`src/rtl/rsa_pkg.sv`:
```
// Shared types and constants for the RSA modular exponentiation sequencer.
package rsa_pkg;
   localparam int RSA_WIDTH = 8;
   localparam int ONE       = 1;

   typedef enum logic [2:0] {
      IDLE  = 3'd0,
      TOM_M = 3'd1,
      TOM_1 = 3'd2,
      SQR   = 3'd3,
      MUL   = 3'd4,
      FROM  = 3'd5,
      DONE  = 3'd6
   } rsa_state_e;

   typedef enum logic [1:0] {
      PH_ISSUE = 2'd0,
      PH_WAIT  = 2'd1,
      PH_ADV   = 2'd2
   } rsa_phase_e;
endpackage

```
`src/rtl/rsa_lead_one.sv`:
```
// Combinational highest-set-bit detector; used only when RSA_SKIP_LEADING_ZEROS_EN is defined.
module rsa_lead_one
   import rsa_pkg::*;
#(
   parameter int WIDTH = RSA_WIDTH,
   parameter int CNT_W = $clog2(WIDTH)
) (
   input  logic [WIDTH-1:0] i_e,
   output logic [CNT_W-1:0] o_idx,
   output logic             o_zero
);
   always_comb begin
      o_idx = '0;
      for (int i = 0; i < WIDTH; i++) begin
         if (i_e[i]) o_idx = CNT_W'(i);
      end
   end

   assign o_zero = (i_e == '0);
endmodule

```
`src/rtl/rsa_modexp_ctrl.sv`:
```
// Left-to-right square-and-multiply sequencer driving an external Montgomery multiplier.
// Optional macro RSA_SKIP_LEADING_ZEROS_EN starts the exponent scan at the top set bit of E.
//
// state | meaning
// IDLE  | waiting for start; eoc holds the last completion
// TOM_M | mont(M, Const) -> Mb, message into Montgomery domain
// TOM_1 | mont(1, Const) -> A, accumulator = R mod P
// SQR   | mont(A, A) -> A
// MUL   | mont(A, Mb) -> A, only when E[idx] = 1
// FROM  | mont(A, 1) -> C, back to normal domain
// DONE  | one cycle; eoc set, busy cleared
module rsa_modexp_ctrl
   import rsa_pkg::*;
#(
   parameter int WIDTH = RSA_WIDTH,
   parameter int CNT_W = $clog2(WIDTH)
) (
   input  logic             clk,
   input  logic             rst_n,
   input  logic             en,
   input  logic             start,
   input  logic [WIDTH-1:0] P,
   input  logic [WIDTH-1:0] E,
   input  logic [WIDTH-1:0] M,
   input  logic [WIDTH-1:0] Const,
   output logic             busy,
   output logic             eoc,
   output logic [WIDTH-1:0] C,
   output logic             mul_start,
   output logic [WIDTH-1:0] mul_a,
   output logic [WIDTH-1:0] mul_b,
   input  logic             mul_done,
   input  logic [WIDTH-1:0] mul_res
);
   localparam logic [WIDTH-1:0] ONE_W = WIDTH'(ONE);

   rsa_state_e       r_state, w_state_nxt;
   rsa_phase_e       r_phase, w_phase_nxt;
   logic [CNT_W-1:0] r_idx, w_idx_nxt, w_idx_init;
   logic [WIDTH-1:0] r_e, r_m, r_const, r_mb, r_a, r_c;
   logic             r_busy, r_eoc, r_skip;
   logic             w_accept, w_capture, w_finish, w_e_zero;
   logic             w_unused_p;

   // The modulus goes straight to the multiplier datapath, not through here.
   assign w_unused_p = ^P;

`ifdef RSA_SKIP_LEADING_ZEROS_EN
   rsa_lead_one #(.WIDTH(WIDTH), .CNT_W(CNT_W)) u_lead_one (
      .i_e   (E),
      .o_idx (w_idx_init),
      .o_zero(w_e_zero)
   );
`else
   assign w_idx_init = CNT_W'(WIDTH-1);
   assign w_e_zero   = 1'b0;
`endif

   always_comb begin
      w_state_nxt = r_state;
      w_phase_nxt = r_phase;
      w_idx_nxt   = r_idx;
      w_accept    = 1'b0;
      w_capture   = 1'b0;
      w_finish    = 1'b0;
      mul_start   = 1'b0;
      mul_a       = '0;
      mul_b       = '0;
      case (r_state)
         IDLE: begin
            if (start && en) begin
               w_accept    = 1'b1;
               w_state_nxt = TOM_M;
               w_phase_nxt = PH_ISSUE;
               w_idx_nxt   = w_idx_init;
            end
         end
         DONE: begin
            if (en) w_state_nxt = IDLE;
         end
         default: begin
            case (r_state)
               TOM_M:   begin mul_a = r_m;   mul_b = r_const; end
               TOM_1:   begin mul_a = ONE_W; mul_b = r_const; end
               SQR:     begin mul_a = r_a;   mul_b = r_a;     end
               MUL:     begin mul_a = r_a;   mul_b = r_mb;    end
               FROM:    begin mul_a = r_a;   mul_b = ONE_W;   end
               default: ;
            endcase
            case (r_phase)
               PH_ISSUE: begin
                  if (en) begin
                     mul_start   = 1'b1;
                     w_phase_nxt = PH_WAIT;
                  end
               end
               // The multiplier is never gated, so its completion is taken even while en=0.
               PH_WAIT: begin
                  if (mul_done) begin
                     w_capture   = 1'b1;
                     w_phase_nxt = PH_ADV;
                  end
               end
               PH_ADV: begin
                  if (en) begin
                     w_phase_nxt = PH_ISSUE;
                     case (r_state)
                        TOM_M: w_state_nxt = TOM_1;
                        TOM_1: w_state_nxt = r_skip ? FROM : SQR;
                        SQR, MUL: begin
                           if (r_state == SQR && r_e[r_idx]) begin
                              w_state_nxt = MUL;
                           end else if (r_idx == '0) begin
                              w_state_nxt = FROM;
                           end else begin
                              w_idx_nxt   = r_idx - CNT_W'(1);
                              w_state_nxt = SQR;
                           end
                        end
                        FROM: begin
                           w_state_nxt = DONE;
                           w_finish    = 1'b1;
                        end
                        default: w_state_nxt = IDLE;
                     endcase
                  end
               end
               default: w_phase_nxt = PH_ISSUE;
            endcase
         end
      endcase
   end

   always_ff @(posedge clk or negedge rst_n) begin
      if (!rst_n) begin
         r_state <= IDLE;
         r_phase <= PH_ISSUE;
         r_idx   <= '0;
         r_e     <= '0;
         r_m     <= '0;
         r_const <= '0;
         r_mb    <= '0;
         r_a     <= '0;
         r_c     <= '0;
         r_busy  <= 1'b0;
         r_eoc   <= 1'b0;
         r_skip  <= 1'b0;
      end else begin
         r_state <= w_state_nxt;
         r_phase <= w_phase_nxt;
         r_idx   <= w_idx_nxt;
         if (w_accept) begin
            r_e     <= E;
            r_m     <= M;
            r_const <= Const;
            r_skip  <= w_e_zero;
            r_busy  <= 1'b1;
            r_eoc   <= 1'b0;
         end
         if (w_capture) begin
            case (r_state)
               TOM_M:   r_mb <= mul_res;
               FROM:    r_c  <= mul_res;
               default: r_a  <= mul_res;
            endcase
         end
         if (w_finish) begin
            r_busy <= 1'b0;
            r_eoc  <= 1'b1;
         end
      end
   end

   assign busy = r_busy;
   assign eoc  = r_eoc;
   assign C    = r_c;
endmodule

```
`config.mk`:
```
export PLATFORM = sky130hd
export DESIGN_NAME = rsa_modexp_ctrl
export DESIGN_NICKNAME = d
export VERILOG_FILES = /design/src/rtl/rsa_pkg.sv /design/src/rtl/rsa_lead_one.sv /design/src/rtl/rsa_modexp_ctrl.sv
export SDC_FILE = /design/constraint.sdc
export NUM_CORES = 1
export LEC_CHECK = 0
export BUFFER_PORTS_ARGS = -buffer_cell sky130_fd_sc_hd__buf_2
export CORE_MARGIN = 8
export CORE_UTILIZATION = 40
export DETAILED_ROUTE_END_ITERATION = 8
export SLEW_MARGIN = 0
export SYNTH_ARGS = -nofsm -noshare
export SYNTH_HDL_FRONTEND = slang
export SYNTH_SLANG_ARGS = --single-unit
```
`constraint.sdc`:
```
create_clock -name clk -period 2.34 [get_ports clk]
set_input_delay 0.702 -clock clk [delete_from_list [all_inputs] [get_ports clk]]
set_output_delay 0.702 -clock clk [all_outputs]
set_load 0.01 [all_outputs]
```
Word level (Yosys, flattened, before mapping) --
Cells that the tools add are included.
Storage, ports and cells: logic and storage cells 94, output and inout bits 27, register bits after elaboration 58, input bits 45
Operators by class: add/subtract/negate cells 1, equality and inequality tests 15, $lt $le $gt $ge 1, mux-type cells 43, reductions and logical operators 21, bitwise logic cells 2
Operators by type and width (number):
- 3-bit two-way mux | 12
- 8-bit one-hot mux with 4 select lines | 1
- 8-bit one-hot mux with 3 select lines | 1
- 1-bit two-way mux | 17
- 8-bit two-way mux | 2
- 3-bit one-hot mux with 2 select lines | 2
- 3-bit one-hot mux with 4 select lines | 1
- 3-bit equality test, second input constant | 3
- 2-bit two-way mux | 4
- 2-bit nonzero test | 4
- 2-bit OR reduction | 4
- 7-bit AND reduction | 1
- 3-bit by 2-bit equality test with 1-bit output, second input constant | 2
- 3-bit zero test | 2
- 3-bit != test, second input constant | 2
- 2-bit one-hot mux with 3 select lines | 1
- 2-bit AND reduction | 3
- 5-bit AND reduction | 1
- 3-bit by 4-bit less-than comparator with 1-bit output, second input constant | 1
- 2-bit by 1-bit != test with 1-bit output, second input constant | 2
- 2-bit != test, second input constant | 2
- 2-bit one-hot mux with 2 select lines | 1
- 4-bit AND reduction | 1
- 1-bit binary-select mux with 3-bit select | 1
- 10 further kinds | 12

Depth between registers and ports, before layout --
Gate-level depths: netlist of the first run.
word-level depth 8, depth in mapped cells 7, gate-level depth less buffers 7

Worst setup path before layout of the first run --
OpenSTA, ideal clock, no wires.
path kind register -> output, start point register r_state[0], end point output port mul_a[0], path buffers 3, data required time 1.638 ns, arrival 1.406 ns, cell stages (with the launch flop) 6, setup slack 0.232 ns, path through dfrtp_1 buf_2 buf_2 buf_2 a21oi_1 o32ai_1
Between the ends: longest elaborated chain between the ends 4, elaborated cells on any way between the ends 11, classes of those cells eq/ne: 6; mux: 2; reduce/logical: 3
RTL lines:
- from (decl) | RTL line rsa_modexp_ctrl.sv:37 | rsa_state_e r_state, w_state_nxt;
- from (signal assigned) | RTL line rsa_modexp_ctrl.sv:149 | r_state <= w_state_nxt;
- 3-bit by 2-bit equality test with 1-bit output / 3-bit equality test (equally long branches) | RTL line rsa_modexp_ctrl.sv:82 | case (r_state)
- 3-bit OR reduction (no line)
- 8-bit one-hot mux with 3 select lines | RTL line rsa_modexp_ctrl.sv:82
- 8-bit two-way mux (*) | RTL line rsa_modexp_ctrl.sv:69 | case (r_state)
- to (decl) | RTL line rsa_modexp_ctrl.sv:30 | output logic [WIDTH-1:0] mul_a,
Mark *: on every way between the ends. The rest lies on a longest branch, timed or not.

Final worst setup path of the first run --
start point register r_state[2], end point output port mul_a[1]
Same word-level chain as after synthesis.

==> results.cfg, run 1 <==
[min_path]
hold_path.class = in2async

[outcome]
status = complete, no violations

[setup_path]
path_class = reg2out
endpoint_kind = output pin
startpoint_type = flip-flop
critPathMaxFanout = 6
cp.required_ns = 1.64
r2r_cells = 8
crit_arrival_ns = 1.58
r2r-end = r_state[1]
reg2reg_from = r_state[0]
regToRegSetupSlack_ns = 0.40

[sta]
max_slew.worst_pin.slew_ns = 0.5652
hold_viol = 0
fin_skew_ns = 0.01050
max_freq_mhz = 438.9
hold_ws_ns = 0.3634
finalSetupViolCount = 0
fin_crit_sh_pct = 97.37
finalWorstSetupSlack_ns = 0.06162
slew_violations = 0
rsz0062_at_grt = true
relSlewSlack_pct = 62.32
period_minus_slack_ns = 2.278

[yosys]
synth_area_per_cell_um2 = 11.46
synth_mux_area_share_pct = 24.37
synth_area_leader_cell = dfrtp_1
synth_xor_area_share_pct = 0
synth_top_family_by_area = multiplexers
synth.area.top_cells = dfrtp_1, mux2_1, mux2_2, nand2_1, mux2i_1
seq_area_frac_synth_pct = 48.33
synth_area_mm2 = 0.003003
synthAdderAreaFrac_pct = 0.8333
async_flop_share_pct = 100.0
synth_compound_area_share_pct = 12.13
synth_top_area_share_pct = 48.33
synthFlopType = dfrtp_1
synth_cell_type_count = 47
synth_nets = 309
ys_seq_elements = 58
synth_edf_count = 0
synthCells = 262
synth-simple-area-share_pct = 10.42
ys_warn_count = 0

[global_routing]
grt_overflow = 0
grt_pass1_wl_um = 11830
antenna_found_initial = 0
grt_usage_pct = 14.91
grt_max_degree = 36
grt_pass1_vias = 2397

[detailed_routing]
first_iter_violations = 89
drt_wl_total_um = 7609
first_pass_iters = 4
num_vias = 2373
wl_per_cell_um = 16.72
ant_nets = 0
drc = 0
via_per_inst = 5.215

[final_layout]
drive_above_1_share_pct = 44.38
antenna_cells = 0
areaGrowthSynthToFinish_pct = 29.54
final_cell_mix = buf_2, dfrtp_1, nand2_1, mux2_1, mux2_2
fin_cells = 455
nets = 399
final_common_cell = buf_2
fillers = 664

[power_and_ir_drop]
cellLeakagePower_nw = 1.900
swShare_pct = 37.98
switchingPower_mw = 2.015
combPwrFrac_pct = 48.9
finalPower_mw = 5.305
irDropWorstVdd_v = 0.0005394
p_per_area_mw_per_mm2 = 1364
pwr-share-seq_pct = 34.2
p_int_mw = 3.290
clockPowerShare_pct = 16.9

[placement]
gp_congestion = 0.7565
place_ws_ns = 0.2649
io_buffers = 63
dp.final_hpwl_um = 5353
place_inst = 424

[die]
io_pins = 72
rows = 31
core_area_mm2 = 0.007253
initial_core_util_pct = 41.40
die_h_um = 102.6
die_width_um = 102.6
die_area_mm2 = 0.01054

[run]
max_cap_violations = 0

[clock_network]
cts_buffers = 9
cts.sinks = 58
clockRootBuffer = clkbuf_8
cts.path.max_buffers = 2
path_clk_slew_ns = 0.07
cts_max_level = 3
insertion_delay_ns = 0.33
cts_hold_buffers = 0
cts_tree = built
## layout make-up
type / count / area [µm²] / area share [%]
Clock buffer: 12 / 145.1 / 3.731
Clock inverter: 3 / 40.04 / 1.029
Inverter: 7 / 28.78 / 0.7398
Multi-Input combinational cell: 182 / 1491 / 38.34
Sequential cell: 58 / 1454 / 37.38
Tap cell: 99 / 123.9 / 3.184
Timing Repair Buffer: 94 / 606.8 / 15.60
## per-stage QoR
step	area [µm²]	utilization (%)	TNS, ns
3_5_place_dp	3488	48.09	0
3_3_place_gp	3488	48.09	0
5_1_grt	3890	53.63	-0.1996
2_1_floorplan	3003	-	0
4_1_cts	3709	51.13	0
6_report	3890	53.63	0
## synthesized netlist by cell type (2+ instances only)
library cell and count:
nand3b_1 2, mux2_1 27, mux2_2 24, nor2_1 11, o31ai_1 2, nand2b_1 2, clkbuf_1 4, inv_2 2
dfrtp_1 58, ha_1 2, o21ai_1 2, buf_2 6, a21oi_1 13, nor2_2 2, mux2i_1 9, o21ai_0 18
nor2b_1 4, buf_4 2, o211ai_1 3, a211oi_1 2, nand2_1 27, nor3_1 3, mux4_2 2, inv_1 5
a22oi_1 7, clkbuf_8 2
## power by group through the flow
stage                     combinational, mW  clock (mW)  sequential, mW
after floorplan                        1.55           0            1.72
after global placement                 2.18           0            1.79
after detailed placement               2.22           0            1.81
after CTS                              2.30       0.922            1.80
after global routing                   2.86       0.982            1.88
final                                  2.59       0.898            1.81
## sequential cells by signal, indices dropped and copies added, names as in the netlist
name,cells
busy,1
r_a,8
C,8
r_e,8
r_idx,3
r_m,8
r_const,8
r_phase,2
r_mb,8
r_state,3
eoc,1
## worst max path at each step
stage / from / end / slack (ns)
detailed placement: r_state[2] / mul_start / 0.26
floorplan: r_state[0] / mul_a[0] / 0.23
CTS: r_state[2] / mul_start / 0.002
global placement: r_state[2] / mul_a[6] / 0.24
finish: r_state[2] / mul_a[1] / 0.06
global route: r_state[0] / mul_b[4] / -0.05
## metal layers
| layer | track usage, % | share of wire (%) | vias up |
|---|---|---|---|
| met5 | 0 | 0 | - |
| met4 | 7.788 | 0.96 | 0 |
| met3 | 3.646 | 4.3 | 6 |
| met2 | 24.73 | 53 | 49 |
| met1 | 17.48 | 42 | 1193 |
| li1 | - | - | 1125 |
## worst max-delay path, stage by stage, from the launching register on
cell,delay [ns]
dfrtp_2,0.46
buf_4,0.16
nor2b_4,0.12
buf_4,0.15
a22oi_1,0.07
o21ai_1,0.14
buf_2,0.15
## cell families after synthesis
group,count (synthesis)
AND/OR/NAND/NOR,60
flip-flops,58
multiplexers,63
buffers and inverters,22
AO/OA/AOI/OAI,57
adder cells (fa/ha/maj),2
## what timing repair did
item,in CTS,in global routing
gates cloned,0,1
endpoints found under the hold margin,0,0
setup buffers,2,13
pin swaps,1,1
endpoints found under the setup margin,14,17
gates resized for setup,18,24
Power figures use the tool's default switching activity.
==> run 2: changes to the inputs <==
- CORE_ASPECT_RATIO: unset -> 1.75
==> run 2 against run 1 <==
Flip-flop and latch count unchanged. Combinational power decreased by 4%. Die area increased by 1.0%. First-iteration DRC count increased by 20%. Count of clock-buffer cells in the layout decreased by 2. Clock skew about the same. Critical endpoint is now mul_b[0]. Largest power group unchanged. Highest routed layer unchanged.
==> results.cfg, run 2 (synthesized netlist as in run 1, its figures left out) <==
[power_and_ir_drop]
clockPowerShare_pct = 20.8
combPwrFrac_pct = 45.3
p_int_mw = 3.414
swShare_pct = 37.58
irDropWorstVdd_v = 0.0008742
cellLeakagePower_nw = 1.931
switchingPower_mw = 2.056
p_per_area_mw_per_mm2 = 1396
pwr-share-seq_pct = 33.8

[final_layout]
final_common_cell = buf_2
antenna_cells = 0
nets = 398
areaGrowthSynthToFinish_pct = 30.50
stdcell_area_mm2 = 0.003919
post-route-util_pct = 52.89
fillers = 659
drive_above_1_share_pct = 44.92
final_cell_mix = buf_2, dfrtp_1, mux2_1, nand2_1, mux2_2

[clock_network]
cts_max_level = 3
path_clk_slew_ns = 0.05
cts_tree = built
cts.sinks = 58
clockRootBuffer = clkbuf_16
cts_buffers = 9
cts_hold_buffers = 0
insertion_delay_ns = 0.32
cts.path.max_buffers = 2

[die]
initial_core_util_pct = 40.53
core_area_mm2 = 0.007410
rows = 42
die_width_um = 81.50
io_pins = 72
die_h_um = 130.6
die_area_mm2 = 0.01064

[sta]
hold_viol = 0
max_freq_mhz = 435.3
period_minus_slack_ns = 2.298
fin_skew_ns = 0.01039
slew_violations = 0
relSlewSlack_pct = 66.53
finalSetupViolCount = 0
rsz0062_at_grt = true
hold_ws_ns = 0.3285
fin_crit_sh_pct = 98.18
max_slew.worst_pin.slew_ns = 0.5015

[detailed_routing]
wl_per_cell_um = 17.62
drt_wl_total_um = 7788
ant_nets = 0
num_vias = 2400
via_per_inst = 5.430
first_pass_iters = 4
first_iter_violations = 107
drc = 0

[global_routing]
grt_usage_pct = 15.66
grt_busiest_layer = met2
grt_pass1_vias = 2504
grt_overflow = 0
grt_pass1_wl_um = 12520
grt_max_degree = 41
antenna_found_initial = 0
use_met2_pct = 26.92
met1_usage_pct = 16.48
grtUsageMet3_pct = 3.767

[setup_path]
critPathMaxFanout = 11
endpoint_kind = output pin
max_stage_delay_ns = 0.43
path_buf_inv = 3
cp-startpoint = r_state[2]
regToRegSetupSlack_ns = 0.32
cp.depth = 5
cp.required_ns = 1.64
reg2reg_from = r_state[0]
r2r-end = r_state[0]
r2r_cells = 7
critPathSlowestCell = dfrtp_2
critPathTopFamily = buffers and inverters
startpoint_type = flip-flop
crit_end = mul_b[0]
crit_chain = buf_6 -> buf_4 -> o21ai_0 -> a31oi_1 -> buf_2
crit_arrival_ns = 1.60
path_class = reg2out

[placement]
gp_congestion = 0.7965
dp.final_hpwl_um = 5760
io_buffers = 63
place_area_mm2 = 0.003492

[outcome]
status = complete, no violations

[min_path]
hold_path.class = in2async

[run]
max_cap_violations = 0
[run 2: worst reg2reg max path, delay by kind of cell, from the launching register on]
kind / cells / cell delay [ns]
DFF: 1 / 0.44
buffers and inverters: 3 / 0.46
AOI/OAI and AO/OA: 2 / 0.44
and+or+nand+nor: 1 / 0.18
muxes: 1 / 0.39
[run 2: layer usage]
metal	wire [µm]	vias to the layer above
li1	-	1125
met1	2867	1208
met2	4430	54
met3	204	13
met4	286	0
met5	0	-
[run 2: worst min path at each step]
| stage | startpoint | endpoint | slack (ns) |
|---|---|---|---|
| 6_report | rst_n | r_idx[2] | 0.33 |
| 3_3_place_gp | r_e[5] | r_e[5] | 0.47 |
| 2_1_floorplan | rst_n | C[0] | 0.41 |
| 4_1_cts | rst_n | r_idx[1] | 0.33 |
| 3_5_place_dp | r_e[6] | r_e[6] | 0.47 |
| 5_1_grt | rst_n | r_idx[2] | 0.36 |
[run 2: metrics by stage]
step	setup TNS, ns	total power [mW]	cells	setup slack, ns
final	0	5.470	442	0.04249
after global routing	-0.1006	5.837	442	-0.02448
after CTS	-0.01531	5.354	435	-0.01301
after detailed placement	0	4.100	417	0.2666
after global placement	0	4.019	417	0.2675
after floorplan	0	3.270	262	0.2319
[run 2: timing repair]
item                                    4_1_cts  5_1_grt
pin swaps                                     1        2
gates resized for setup                      10       24
setup buffers                                 4        7
endpoints found under the setup margin       15       16
[run 2: layout make-up]
class / count / area (µm²) / area share (%)
inverter: 7 / 28.78 / 0.7344
tap: 88 / 110.1 / 2.810
sequential: 58 / 1455 / 37.13
clock buffer: 10 / 239.0 / 6.098
timing repair buffer: 93 / 583.1 / 14.88
multi-input combinational: 182 / 1483 / 37.84
clock inverter: 4 / 20.02 / 0.5109
[run 2: power by group through the flow]
stage | clock network [mW] | logic, mW | registers [mW]
3_3_place_gp | 0 | 2.20 | 1.81
3_5_place_dp | 0 | 2.26 | 1.84
5_1_grt | 1.21 | 2.72 | 1.91
6_report | 1.14 | 2.48 | 1.85
4_1_cts | 1.18 | 2.34 | 1.84
2_1_floorplan | 0 | 1.55 | 1.72
